File: config.mk
export PLATFORM = sky130hd
export DESIGN_NAME = cpu_bus_responder
export DESIGN_NICKNAME = d
export VERILOG_FILES = /design/src/rtl/cpu_bus_pkg.sv /design/src/rtl/cpu_addr_decode.sv /design/src/rtl/cpu_bus_responder.sv
export SDC_FILE = /design/constraint.sdc
export NUM_CORES = 1
export LEC_CHECK = 0
export ABC_AREA = 1
export CAP_MARGIN = 20
export CORE_ASPECT_RATIO = 0.75
export CORE_UTILIZATION = 45
export CTS_CLUSTER_DIAMETER = 150
export DETAILED_ROUTE_END_ITERATION = 7
export GPL_ROUTABILITY_DRIVEN = 0
export GPL_TIMING_DRIVEN = 1
export PLACE_DENSITY = 0.8
export SETUP_SLACK_MARGIN = 0.2
export SLEW_MARGIN = 0
export SYNTH_ARGS = -nofsm -noshare
export SYNTH_HDL_FRONTEND = slang
export SYNTH_SLANG_ARGS = --single-unit
File: constraint.sdc
create_clock -name clk32 -period 2 [get_ports clk32]
set_clock_uncertainty 0.15 [all_clocks]
set_input_delay 0.3 -clock clk32 [delete_from_list [all_inputs] [get_ports clk32]]
set_output_delay 0.3 -clock clk32 [all_outputs]
set_load 0.05 [all_outputs]
File: src/rtl/cpu_bus_pkg.sv
// Shared types and memory-map constants for the 68000 bus responder and
// anything else that needs to interpret CPU addresses (e.g. debug monitor).
package cpu_bus_pkg;

  typedef enum logic [2:0] {
    ST_IDLE,
    ST_DECODE,
    ST_WAIT_MEM,
    ST_ACK,
    ST_ERR,
    ST_HOLD
  } state_t;

  typedef enum logic [2:0] {
    RGN_RAM,
    RGN_ROM,
    RGN_IO,
    RGN_VIA,
    RGN_IACK,
    RGN_NONE
  } region_t;

  // Map boundaries (first byte address of each region)
  localparam logic [23:0] OVL_LIMIT  = 24'h100000;
  localparam logic [23:0] RAM_END    = 24'h400000;
  localparam logic [23:0] IO_BASE    = 24'h800000;
  localparam logic [23:0] VIA_BASE   = 24'hE00000;
  localparam logic [23:0] UNMAP_BASE = 24'hF00000;

  // Function code for an interrupt-acknowledge cycle
  localparam logic [2:0] FC_IACK = 3'b111;

  // Saturating 8-bit increment for event counters
  function automatic logic [7:0] sat_inc8(input logic [7:0] v);
    return (v == 8'hFF) ? v : v + 8'd1;
  endfunction

endpackage

File: src/rtl/cpu_addr_decode.sv
// Combinational 68000 address/function-code decoder. Maps a bus cycle onto
// one of the Plus Too regions in priority order. Boundaries are all even, so
// address bit 0 has no influence on the result.
module cpu_addr_decode
  import cpu_bus_pkg::*;
#(
  parameter logic [23:0] ROM_TOP = 24'h402000
) (
  input  logic [23:0] addr,
  input  logic [2:0]  fc,
  input  logic        overlay,
  output region_t     region
);

  // Priority decode: IACK first, then overlay ROM, then the linear map
  always_comb begin
    region = RGN_NONE;
    if (fc == FC_IACK)
      region = RGN_IACK;
    else if (overlay && (addr < OVL_LIMIT))
      region = RGN_ROM;
    else if (addr < RAM_END)
      region = RGN_RAM;
    else if (addr < ROM_TOP)
      region = RGN_ROM;
    else if (addr < IO_BASE)
      region = RGN_NONE;
    else if (addr < VIA_BASE)
      region = RGN_IO;
    else if (addr < UNMAP_BASE)
      region = RGN_VIA;
    else
      region = RGN_NONE;
  end

endmodule

File: src/rtl/cpu_bus_responder.sv
// 68000 bus-slave responder: decodes each address-strobe cycle into a region
// select and terminates it with exactly one of DTACK, VPA or BERR. Memory
// regions wait for memReady with a timeout so a stalled arbiter turns into a
// bus error instead of a hung CPU.
module cpu_bus_responder
  import cpu_bus_pkg::*;
#(
  parameter logic [23:0] ROM_TOP        = 24'h402000,
  parameter int          TIMEOUT_CYCLES = 64
) (
  input  logic        clk32,
  input  logic        reset,
  input  logic [23:0] cpuAddr,
  input  logic        _cpuAS,
  input  logic        _cpuUDS,
  input  logic        _cpuLDS,
  input  logic        _cpuRW,
  input  logic [2:0]  cpuFC,
  input  logic        overlay,
  input  logic        memReady,
  output logic        selRAM,
  output logic        selROM,
  output logic        selIO,
  output logic        selVIA,
  output logic        _cpuDTACK,
  output logic        _cpuVPA,
  output logic        _cpuBERR,
  output logic [7:0]  berrCount
);

  localparam int CNT_W = (TIMEOUT_CYCLES > 1) ? $clog2(TIMEOUT_CYCLES) : 1;
  localparam logic [CNT_W-1:0] CNT_LAST = CNT_W'(TIMEOUT_CYCLES - 1);

  region_t          region;
  state_t           state;
  logic [CNT_W-1:0] cnt;
  logic             ack_vpa;   // chosen acknowledge: 1 = VPA, 0 = DTACK

  // Data strobes and direction go straight to memory; the response ignores them
  logic unused_pins;
  assign unused_pins = ^{_cpuUDS, _cpuLDS, _cpuRW};

  cpu_addr_decode #(
    .ROM_TOP (ROM_TOP)
  ) u_decode (
    .addr    (cpuAddr),
    .fc      (cpuFC),
    .overlay (overlay),
    .region  (region)
  );

  // Bus-cycle FSM with registered selects, terminations and error counter
  always_ff @(posedge clk32) begin
    if (reset) begin
      state     <= ST_IDLE;
      cnt       <= '0;
      ack_vpa   <= 1'b0;
      selRAM    <= 1'b0;
      selROM    <= 1'b0;
      selIO     <= 1'b0;
      selVIA    <= 1'b0;
      _cpuDTACK <= 1'b1;
      _cpuVPA   <= 1'b1;
      _cpuBERR  <= 1'b1;
      berrCount <= 8'h00;
    end else begin
      case (state)
        ST_IDLE: begin
          if (!_cpuAS) state <= ST_DECODE;
        end

        ST_DECODE: begin
          if (_cpuAS) begin
            // Cycle aborted before anything was committed
            state <= ST_IDLE;
          end else begin
            selRAM <= (region == RGN_RAM);
            selROM <= (region == RGN_ROM);
            selIO  <= (region == RGN_IO);
            selVIA <= (region == RGN_VIA);
            cnt    <= '0;
            case (region)
              RGN_RAM, RGN_ROM, RGN_IO: state <= ST_WAIT_MEM;
              RGN_VIA, RGN_IACK: begin
                ack_vpa <= 1'b1;
                state   <= ST_ACK;
              end
              default: begin
                berrCount <= sat_inc8(berrCount);
                state     <= ST_ERR;
              end
            endcase
          end
        end

        ST_WAIT_MEM: begin
          if (_cpuAS) begin
            selRAM <= 1'b0;
            selROM <= 1'b0;
            selIO  <= 1'b0;
            selVIA <= 1'b0;
            state  <= ST_IDLE;
          end else if (memReady) begin
            // memReady takes precedence over a timeout expiring on the same edge
            ack_vpa <= 1'b0;
            state   <= ST_ACK;
          end else if (cnt == CNT_LAST) begin
            berrCount <= sat_inc8(berrCount);
            state     <= ST_ERR;
          end else begin
            cnt <= cnt + 1'b1;
          end
        end

        ST_ACK: begin
          if (ack_vpa) _cpuVPA   <= 1'b0;
          else         _cpuDTACK <= 1'b0;
          state <= ST_HOLD;
        end

        ST_ERR: begin
          _cpuBERR <= 1'b0;
          state    <= ST_HOLD;
        end

        ST_HOLD: begin
          if (_cpuAS) begin
            _cpuDTACK <= 1'b1;
            _cpuVPA   <= 1'b1;
            _cpuBERR  <= 1'b1;
            selRAM    <= 1'b0;
            selROM    <= 1'b0;
            selIO     <= 1'b0;
            selVIA    <= 1'b0;
            state     <= ST_IDLE;
          end
        end

        default: state <= ST_IDLE;
      endcase
    end
  end

endmodule

* Word-level counts from Yosys, hierarchy flattened
Index checks and enable logic that the tools add are counted.
** Word-level totals
- Bits of input ports :: 35
- Register bits after elaboration :: 25
- Output and inout bits :: 15
- Word-level logic and storage cells :: 112
** Cells by class
- Equal/unequal tests :: 26
- Reductions and logical operators :: 20
- Add/sub/neg operators :: 2
- Multiplexer cells :: 47
- $lt $le $gt $ge :: 6
** Operator list (number)
- $lt 24x24->1 const B :: 3
- $lt 24x23->1 const B :: 2
- $mux 8 :: 6
- $mux 3 :: 13
- $lt 24x21->1 const B :: 1
- $mux 6 :: 4
- $ne 2x2->1 const B :: 12
- $pmux 1 s2 :: 8
- $pmux 8 s2 :: 1
- $pmux 3 s5 :: 1
- $eq 3x2->1 const B :: 4
- $eq 3x3->1 const B :: 4
- $mux 1 :: 12
- $pmux 6 s2 :: 1
- $reduce_and 3->1 :: 4
- $reduce_and 5->1 :: 2
- $add 8x1->8 const B :: 1
- $eq 8x8->1 const B :: 1
- $reduce_bool 2->1 :: 4
- $add 6x1->6 const B :: 1
- $eq 3x1->1 const B :: 2
- $eq 6x6->1 const B :: 1
- $logic_not 3->1 :: 2
- $pmux 3 s2 :: 1
- other kinds (8) :: 10

* Depth between registers and ports, before layout
Gate-level depths: netlist of run 1.
- Depth after elaboration :: 13
- Gate-level depth with buffers :: 10
- Mapped depth without buffers :: 10

* Cells and area by module
From an unflattened synthesis of run 1, not the netlist that was laid out.
** Second synthesis, totals
- Cell total of the unflattened synthesis :: 235
- Area total of the unflattened synthesis :: 1510.2 sq um
** By module, submodules not included
- cpu_bus_responder :: sequential area each 500.5 sq um, area each 1405.1 sq um, instances 1, cells an instance 210
- cpu_addr_decode :: sequential area each 0.0 sq um, area each 105.1 sq um, instances 1, cells an instance 25

* Worst setup path after synthesis of run 1
Ideal clock, no wire load.
- Path type :: register to register
- Start :: reg berrCount[0]
- End :: reg berrCount[5]
- Setup slack :: 0.055 ns
- Setup time :: 0.070 ns
- Data required time :: 1.780 ns
- Period minus slack after synthesis :: 1.945 ns
- Cell stages (with the launch flop) :: 8
- Buffers on the path :: 0
- Data arrival time :: 1.725 ns
- Cells stage by stage :: dfxtp_1 ha_1 nand3_1 o21ai_2 nor2_8 nand2_2 nand2_1 a21oi_1
** Between the ends
- Word-level cells in the longest chain between the ends :: 6
- Elaborated cells on any way between the ends :: 9
- Those cells by class :: 1 x add/sub; 1 x eq/ne; 7 x mux
** Ends and longest elaborated chain
- from (decl) :: RTL line cpu_bus_responder.sv:28 : output logic [7:0] berrCount
- from (signal assigned) :: RTL line cpu_bus_responder.sv:89 : berrCount <= sat_inc8(berrCount);
- from (signal assigned) :: RTL line cpu_bus_responder.sv:108 : berrCount <= sat_inc8(berrCount);
- $add 8x1->8 or $eq 8x8->1 (tied branches) :: RTL line cpu_bus_pkg.sv:35 : return (v == 8'hFF) ? v : v + 8'd1;
- $mux 8 * :: RTL line cpu_bus_pkg.sv:35
- $mux 8 :: RTL line cpu_bus_responder.sv:107 : end else if (cnt == CNT_LAST) begin
- $mux 8 :: RTL line cpu_bus_responder.sv:103 : end else if (memReady) begin
- $mux 8 :: RTL line cpu_bus_responder.sv:97 : if (_cpuAS) begin
- $pmux 8 s2 * :: RTL line cpu_bus_responder.sv:67 : case (state)
Every way passes the cells marked *; elsewhere a longest branch is shown, timed or not. The select of a mux whose other input is x is not followed.
A chain may end at the register's enable or synchronous reset.

* Final worst setup path of run 1
- Start :: in cpuAddr[22]
- End :: reg berrCount[6]
** Between the ends
- Word-level cells in the longest chain between the ends :: 12
- Elaborated cells on any way between the ends :: 22
- Those cells by class :: 6 x order compare; 5 x eq/ne; 7 x mux; 4 x reduce/logical
** Ends and longest elaborated chain
- from (decl) :: RTL line cpu_bus_responder.sv:13 : input logic [23:0] cpuAddr,
- $lt 24x24->1 :: RTL line cpu_addr_decode.sv:30 : else if (addr < UNMAP_BASE)
- $mux 3 :: RTL line cpu_addr_decode.sv:30
- $mux 3 :: RTL line cpu_addr_decode.sv:28 : else if (addr < VIA_BASE)
- $mux 3 :: RTL line cpu_addr_decode.sv:26 : else if (addr < IO_BASE)
- $mux 3 :: RTL line cpu_addr_decode.sv:24 : else if (addr < ROM_TOP)
- $mux 3 :: RTL line cpu_addr_decode.sv:22 : else if (addr < RAM_END)
- $mux 3 * :: RTL line cpu_addr_decode.sv:20 : else if (overlay && (addr < OVL_LIMIT))
- $mux 3 * :: RTL line cpu_addr_decode.sv:18 : if (fc == FC_IACK)
- $eq 3x1->1 (tied with other cells) :: RTL line cpu_bus_responder.sv:82 : case (region)
- $reduce_or 5->1 (no source line) *
- $ne 2x2->1 (no source line) *
- $reduce_and 6->1 (no source line) *
Every way passes the cells marked *; elsewhere a longest branch is shown, timed or not.

==> metrics.md, run 1 <==
| Metric | Value |
|---|---|
| ANT cells | 0 |
| Placed cell area | 1846 µm² |
| Fmax | just under 0.6 GHz |
| CP Max Fanout | 6 |
| Starting DRT DRC Count | just over 90 |
| Largest net degree at the start of global routing | 14 |
| Post-synth EDFFs | 0 |
| Mapped Cells | between 200 and 250 |
| Hold WC Path Type | reg -> reg |
| Routed length per placed instance | 10.87 µm |
| Asr flop ratio synth | 0% |
| Status | complete, no violations |
| Critical Path RT | 2060 ps |
| Register area share after synthesis | 34.97% |
| CTS tree | built |
| IO Pins | 50 |
| Core Region | ~3000 µm² |
| Final setup TNS | 0 ps |
| Hold buffer count at cts | 0 |
| Post-synth top area cell | dfxtp_1 |
| Worst skew pair latency | approximately 260 ps |
| Port buffer count | 33 |
| Top cell type's share of synthesized area | 34.97% |
| Initial core utilization | 48.07% |
| PwrDens | between 500 and 600 nW/µm² |
| Max Slew Vio Count | 0 |
| Synth warn | 0 |
| Initial antenna violation count | 0 |
| CP Capture Type | flip-flop |
| Average via count per standard cell | 4.919 |
| Fin. Hold Viols | 0 |
| Syn nets | 241 |
| Yosys reg bits | 25 |
| GRT Total Usage | 21.00% |
| Area Growth Syn to Fin | 34.35% |
| Crit path launch type | input pin |
| Root buf cell | clkbuf_8 |
| Final nets | ~280 |
| Height of the chip | roughly 51 µm |
| Number of global-route vias before repair | 1300 |
| Die area | 3413 µm² |
| R2R Setup Slk | 330 ps |
| DPL Wire Length | 2397 µm |
| CTS sink count | 25 |
| Fillcell total | around 260 |
| Fin crit period | about 1700 ps |
| First-pass GRT wire length | 5499 µm |
| Leak Pwr | 0.8289 nW |
| GR Overflow Total | 0 |
| Max clock buf depth | 2 |
| Rel. slew slack | 65.35% |
| Count of final setup violators | 0 |
| Top_reg_cell synth | dfxtp_1 |
| Area of the multi-input gates | 853.3 µm² |
| Die W | roughly 67 µm |
| DR vias | 1397 |
| Distinct cell type count after synthesis | 29 |
| H-tree depth | 1 |
| Rows | 17 |
| Crit path kind | in -> reg |
| RSZ-0062 raised after global routing | no |
| Crit path DAT | 1740 ps |
| Post-Layout Inst Area | 1923 µm² |
| Top cells by area, synth | dfxtp_1, nand2_1, nand3_1 |
| # DRC | 0 |
| Mapped cell area | approximately 1400 µm² |
| Worst-Margin Slew | 521.9 ps |
| Peak supply drop | roughly 0.00047 V |
| Num CTS Buffers | 3 |
| Final Cycle Share | 84.03% |
| ANT nets after route | 0 |
| Sequential cell area | between 500 and 600 µm² |
| First-pass DRT Iterations | 4 |
| Worst-path clk slew | 90 ps |
| Share of post-route cells with drive strength above 1 | 16.67% |
| Synthesized area per cell | 7.017 µm² |
| Max cap viols | 0 |
| Final WL | about 3100 µm |
cells in the final DEF (no fill, tap or decap), types with 4 or more instances in the layout:
cell type        instances
xor2_1                   5
dlygate4sd2_1           10
nand2_1                 51
nand3_1                 23
clkdlybuf4s50_1         15
buf_4                   12
dfxtp_1                 23
nand4_1                  7
a21oi_2                  4
nor2_1                  16
inv_2                    4
xnor2_1                  5
inv_1                   18
a21oi_1                 18
path summary, 6_finish.rpt:
path / startpoint / endpoint / cells past startpoint
setup / recovery: cpuAddr[22] / berrCount[6] / 8
hold / removal: selVIA / selVIA / 2
setup reg to reg: state[0] / cnt[0] / 9
hold reg to reg: selVIA / selVIA / 2
power breakdown:
part	switching [mW]	leakage (nW)	internal, mW
clock network	0.154	0.0228	0.142
logic	0.111	0.603	0.0844
registers	0.00940	0.203	0.506
logic make-up after synthesis:
family / after synthesis / share of synthesized area, %
compound gates: 32 / 13.20
xor+xnor: 10 / 6.119
fa+ha+maj: 2 / 1.748
buf+inv: 26 / 6.993
flops: 25 / 34.97
simple gates: 109 / 36.97
area by class of cell:
class,instances,area share [%]
tap,38,2.472
multi-input combinational,153,44.37
sequential,25,26.15
clock buffer,4,2.342
inverter,23,4.619
timing repair buffer,41,20.04
cell usage after synthesis (all sizes together) (2+ instances only):
library cell,count
a21oi,23
clkbuf,3
dfxtp,25
ha,2
inv,23
nand2,55
nand3,26
nand4,7
nor2,19
o21ai,5
xnor2,5
xor2,5
per-layer routing:
metal / vias up / wire (µm) / track usage, %
li1: 762 / - / -
met1: 614 / 1653 / 29.28
met2: 19 / 1332 / 33.50
met3: 2 / 92 / 4.911
met4: 0 / 10 / 2.837
met5: - / 0 / 0
critical path, stage by stage:
cell,delay (ps)
clkdlybuf4s50_1,520
nand3_1,80
nand2_1,90
nand4_1,180
nand2_2,210
buf_12,130
nand3_1,70
a21oi_2,130
flip-flops by register name, indices dropped and copies added, names as in the netlist:
signal,cells
selIO,1
ack_vpa,1
selRAM,1
state,3
_cpuDTACK,1
_cpuBERR,1
_cpuVPA,1
cnt,6
selVIA,1
berrCount,8
selROM,1
metrics by stage:
step | util [%] | hold WS (ps) | std cells | setup slack, ps | power (mW)
2_1_floorplan | - | 306.6 | 204 | 223.8 | 0.6384
3_3_place_gp | 61.97 | 305.7 | 278 | 55.61 | 0.7173
3_5_place_dp | 61.97 | 311.0 | 278 | 7.199 | 0.7189
4_1_cts | 63.07 | 321.9 | 282 | 273.4 | 1.010
5_1_grt | 64.58 | 338.3 | 284 | 200.8 | 1.055
6_report | 64.58 | 316.3 | 284 | 319.4 | 1.007
repair_timing:
item | 4_1_cts | 5_1_grt
pin swaps | 0 | 4
buffers inserted | 0 | 2
resized for setup | 10 | 9
setup endpoints to repair | 10 | 7
endpoints found under the hold margin | 0 | 0
No activity file was read; power rests on OpenSTA's default activity.
==> inputs of run 2 (changes only) <==
==> constraint.sdc (replaced) <==
create_clock -name clk32 -period 1.63 [get_ports clk32]
set_clock_uncertainty 0.15 [all_clocks]
set_input_delay 0.2445 -clock clk32 [delete_from_list [all_inputs] [get_ports clk32]]
set_output_delay 0.2445 -clock clk32 [all_outputs]
set_load 0.05 [all_outputs]
==> run 2 against run 1 <==
Net effect: die area unchanged; sequential power up 22%; clock power grew 26%; flip-flop and latch count unchanged; clock-buffer cell count unchanged.
==> metrics.md, run 2 (synthesis results as in run 1) <==
| Metric | Value |
|---|---|
| Status | complete, no violations (unchanged) |
| GRT Total Usage | 24.89% (was 21.00%) |
| GR Overflow Total | 0 (unchanged) |
| DPL Wire Length | 2590 µm (was 2397 µm) |
| Max Slew Vio Count | 0 (unchanged) |
| Crit path launch type | flip-flop (was input pin) |
| Average via count per standard cell | 5.593 (was 4.919) |
| Port buffer count | 33 (unchanged) |
| Largest net degree at the start of global routing | 17 (was 14) |
| Initial antenna violation count | 0 (unchanged) |
| Placed cell area | 2141 µm² (was 1846 µm²) |
| CTS sink count | 25 (unchanged) |
| Number of global-route vias before repair | 1448 (was 1300) |
| First-pass DRT Iterations | 4 (unchanged) |
| Final Cycle Share | 99.33% |
| Routed length per placed instance | 15.35 µm (was 10.87 µm) |
| Worst-Margin Slew | 277.6 ps (was 521.9 ps) |
| Crit path DAT | 1670 ps (was 1740 ps) |
| Leak Pwr | 1.049 nW (was 0.8289 nW) |
| Post-Layout Inst Area | 2484 µm² (was 1923 µm²) |
| Top reg by flops | berrCount (unchanged) |
| CTS tree | built (unchanged) |
| PwrDens | 540.8 nW/µm² (was 523.4 nW/µm²) |
| Fin crit period | ~1600 ps |
| Worst skew pair latency | 270 ps (was 260 ps) |
| Worst-path clk slew | 90 ps (about the same) |
| First-pass GRT wire length | 6472 µm (was 5499 µm) |
| Count of final setup violators | 0 (unchanged) |
| Fin cells | 307 (was 284) |
| DR vias | 1717 (was 1397) |
| Dpl cells | 285 (was 278) |
| Area Growth Syn to Fin | 73.51% (was 34.35%) |
| Leading cell type in the layout, fill and taps excluded | nand2_1 (unchanged) |
| CP Max Fanout | 5 (was 6) |
| ANT cells | 0 (unchanged) |
| Largest register FFs | 8 (unchanged) |
| Initial core utilization | 48.07% (unchanged) |
| Rows | 17 (unchanged) |
| Root buf cell | clkbuf_8 (unchanged) |
| Highest-count cells in the layout ignoring fill and taps | nand2_1, buf_4, nand3_1, inv_1, a21oi_1 (was nand2_1, nand3_1, dfxtp_1, inv_1, a21oi_1) |
| Core Region | 2978 µm² (unchanged) |
| Max clock buf depth | 2 (unchanged) |
| Final WL | 4713 µm (was 3088 µm) |
| Peak supply drop | 0.0007029 V (was 0.0004706 V) |
| IO Pins | 50 (unchanged) |
| Die area | 3413 µm² (unchanged) |
| Hold WC Path Type | reg -> reg (unchanged) |
| Height of the chip | 50.84 µm (unchanged) |
| Critical Path RT | 1680 ps (was 2060 ps) |
| Max cap viols | 0 (unchanged) |
| Rel. slew slack | 81.30% (was 65.35%) |
| CP Capture Type | flip-flop (unchanged) |
| Fin. Hold Viols | 0 (unchanged) |
| Starting DRT DRC Count | 181 (was 93) |
| ANT nets after route | 0 (unchanged) |
| Biggest regs | berrCount (8), cnt (6), state (3) (unchanged) |
| Fillcell total | 158 (was 264) |
| Final nets | 307 (was 284) |
| Share of post-route cells with drive strength above 1 | 39.78% (was 16.67%) |
| Die W | 67.13 µm (unchanged) |
| RSZ-0062 raised after global routing | yes (was no) |
| Crit path kind | reg -> reg (was in -> reg) |
| # DRC | 0 (unchanged) |
| H-tree depth | 1 (unchanged) |
| Num CTS Buffers | 3 (unchanged) |
| Fmax | 0.6177 GHz |
==> run 2: path summary, 6_finish.rpt <==
check                              start            to  slack (ps)  depth (start not counted)
worst max-delay path            state[0]  berrCount[3]          10                          9
worst min-delay path              cnt[5]        cnt[5]         350                          2
worst max register to register  state[0]  berrCount[3]          10                          9
worst min register to register    cnt[5]        cnt[5]         350                          2
==> run 2: final cells by class <==
type | count | area, µm² | area share, %
clock buffers | 4 | 45.04 | 1.814
flip-flops and latches | 25 | 531.8 | 21.41
inverters | 23 | 96.34 | 3.879
well taps | 38 | 47.55 | 1.914
multi-input cells | 155 | 1023 | 41.21
repair buffers | 62 | 739.5 | 29.77
==> run 2: metal layers <==
metal / global-route usage, % / up-vias / share of wire, %
li1: - / 809 / -
met1: 34.72 / 795 / 42
met2: 39.17 / 91 / 48
met3: 4.464 / 22 / 6.9
met4: 6.738 / 0 / 3.0
met5: 0 / - / 0
==> run 2: repair_timing <==
| action | 4_1_cts | 5_1_grt |
|---|---|---|
| pin swaps | 16 | 28 |
| gates cloned | 2 | 0 |
| setup endpoints to repair | 20 | 19 |
| hold buffers | 0 | 0 |
| gates resized for setup | 11 | 37 |
| setup buffers | 11 | 5 |
==> run 2: critical path: stages, from the launching register on <==
cell	delay, ps
dfxtp_4	390
inv_2	60
nand3_4	120
inv_6	70
nand2_4	80
nand3_4	110
buf_4	170
nor2_4	150
nand3_1	110
a21oi_1	150
==> run 2: metrics by stage <==
stage	setup slack, ps	TNS, ps	total power [mW]	hold WS, ps	utilization [%]
after floorplan	157.3	0	0.7823	259.7	-
after global placement	-225.8	-2431	0.8976	327.8	71.89
after detailed placement	-313.1	-3364	0.9014	333.4	71.89
after CTS	88.73	0	1.298	346.5	77.73
after global routing	-53.21	-408.9	1.396	365.8	83.40
final	11.00	0	1.343	347.2	83.40
==> run 2: report_power, final <==
part | switching [mW] | internal [mW]
logic | 0.187 | 0.150
registers | 0.0175 | 0.615
clock network | 0.198 | 0.175
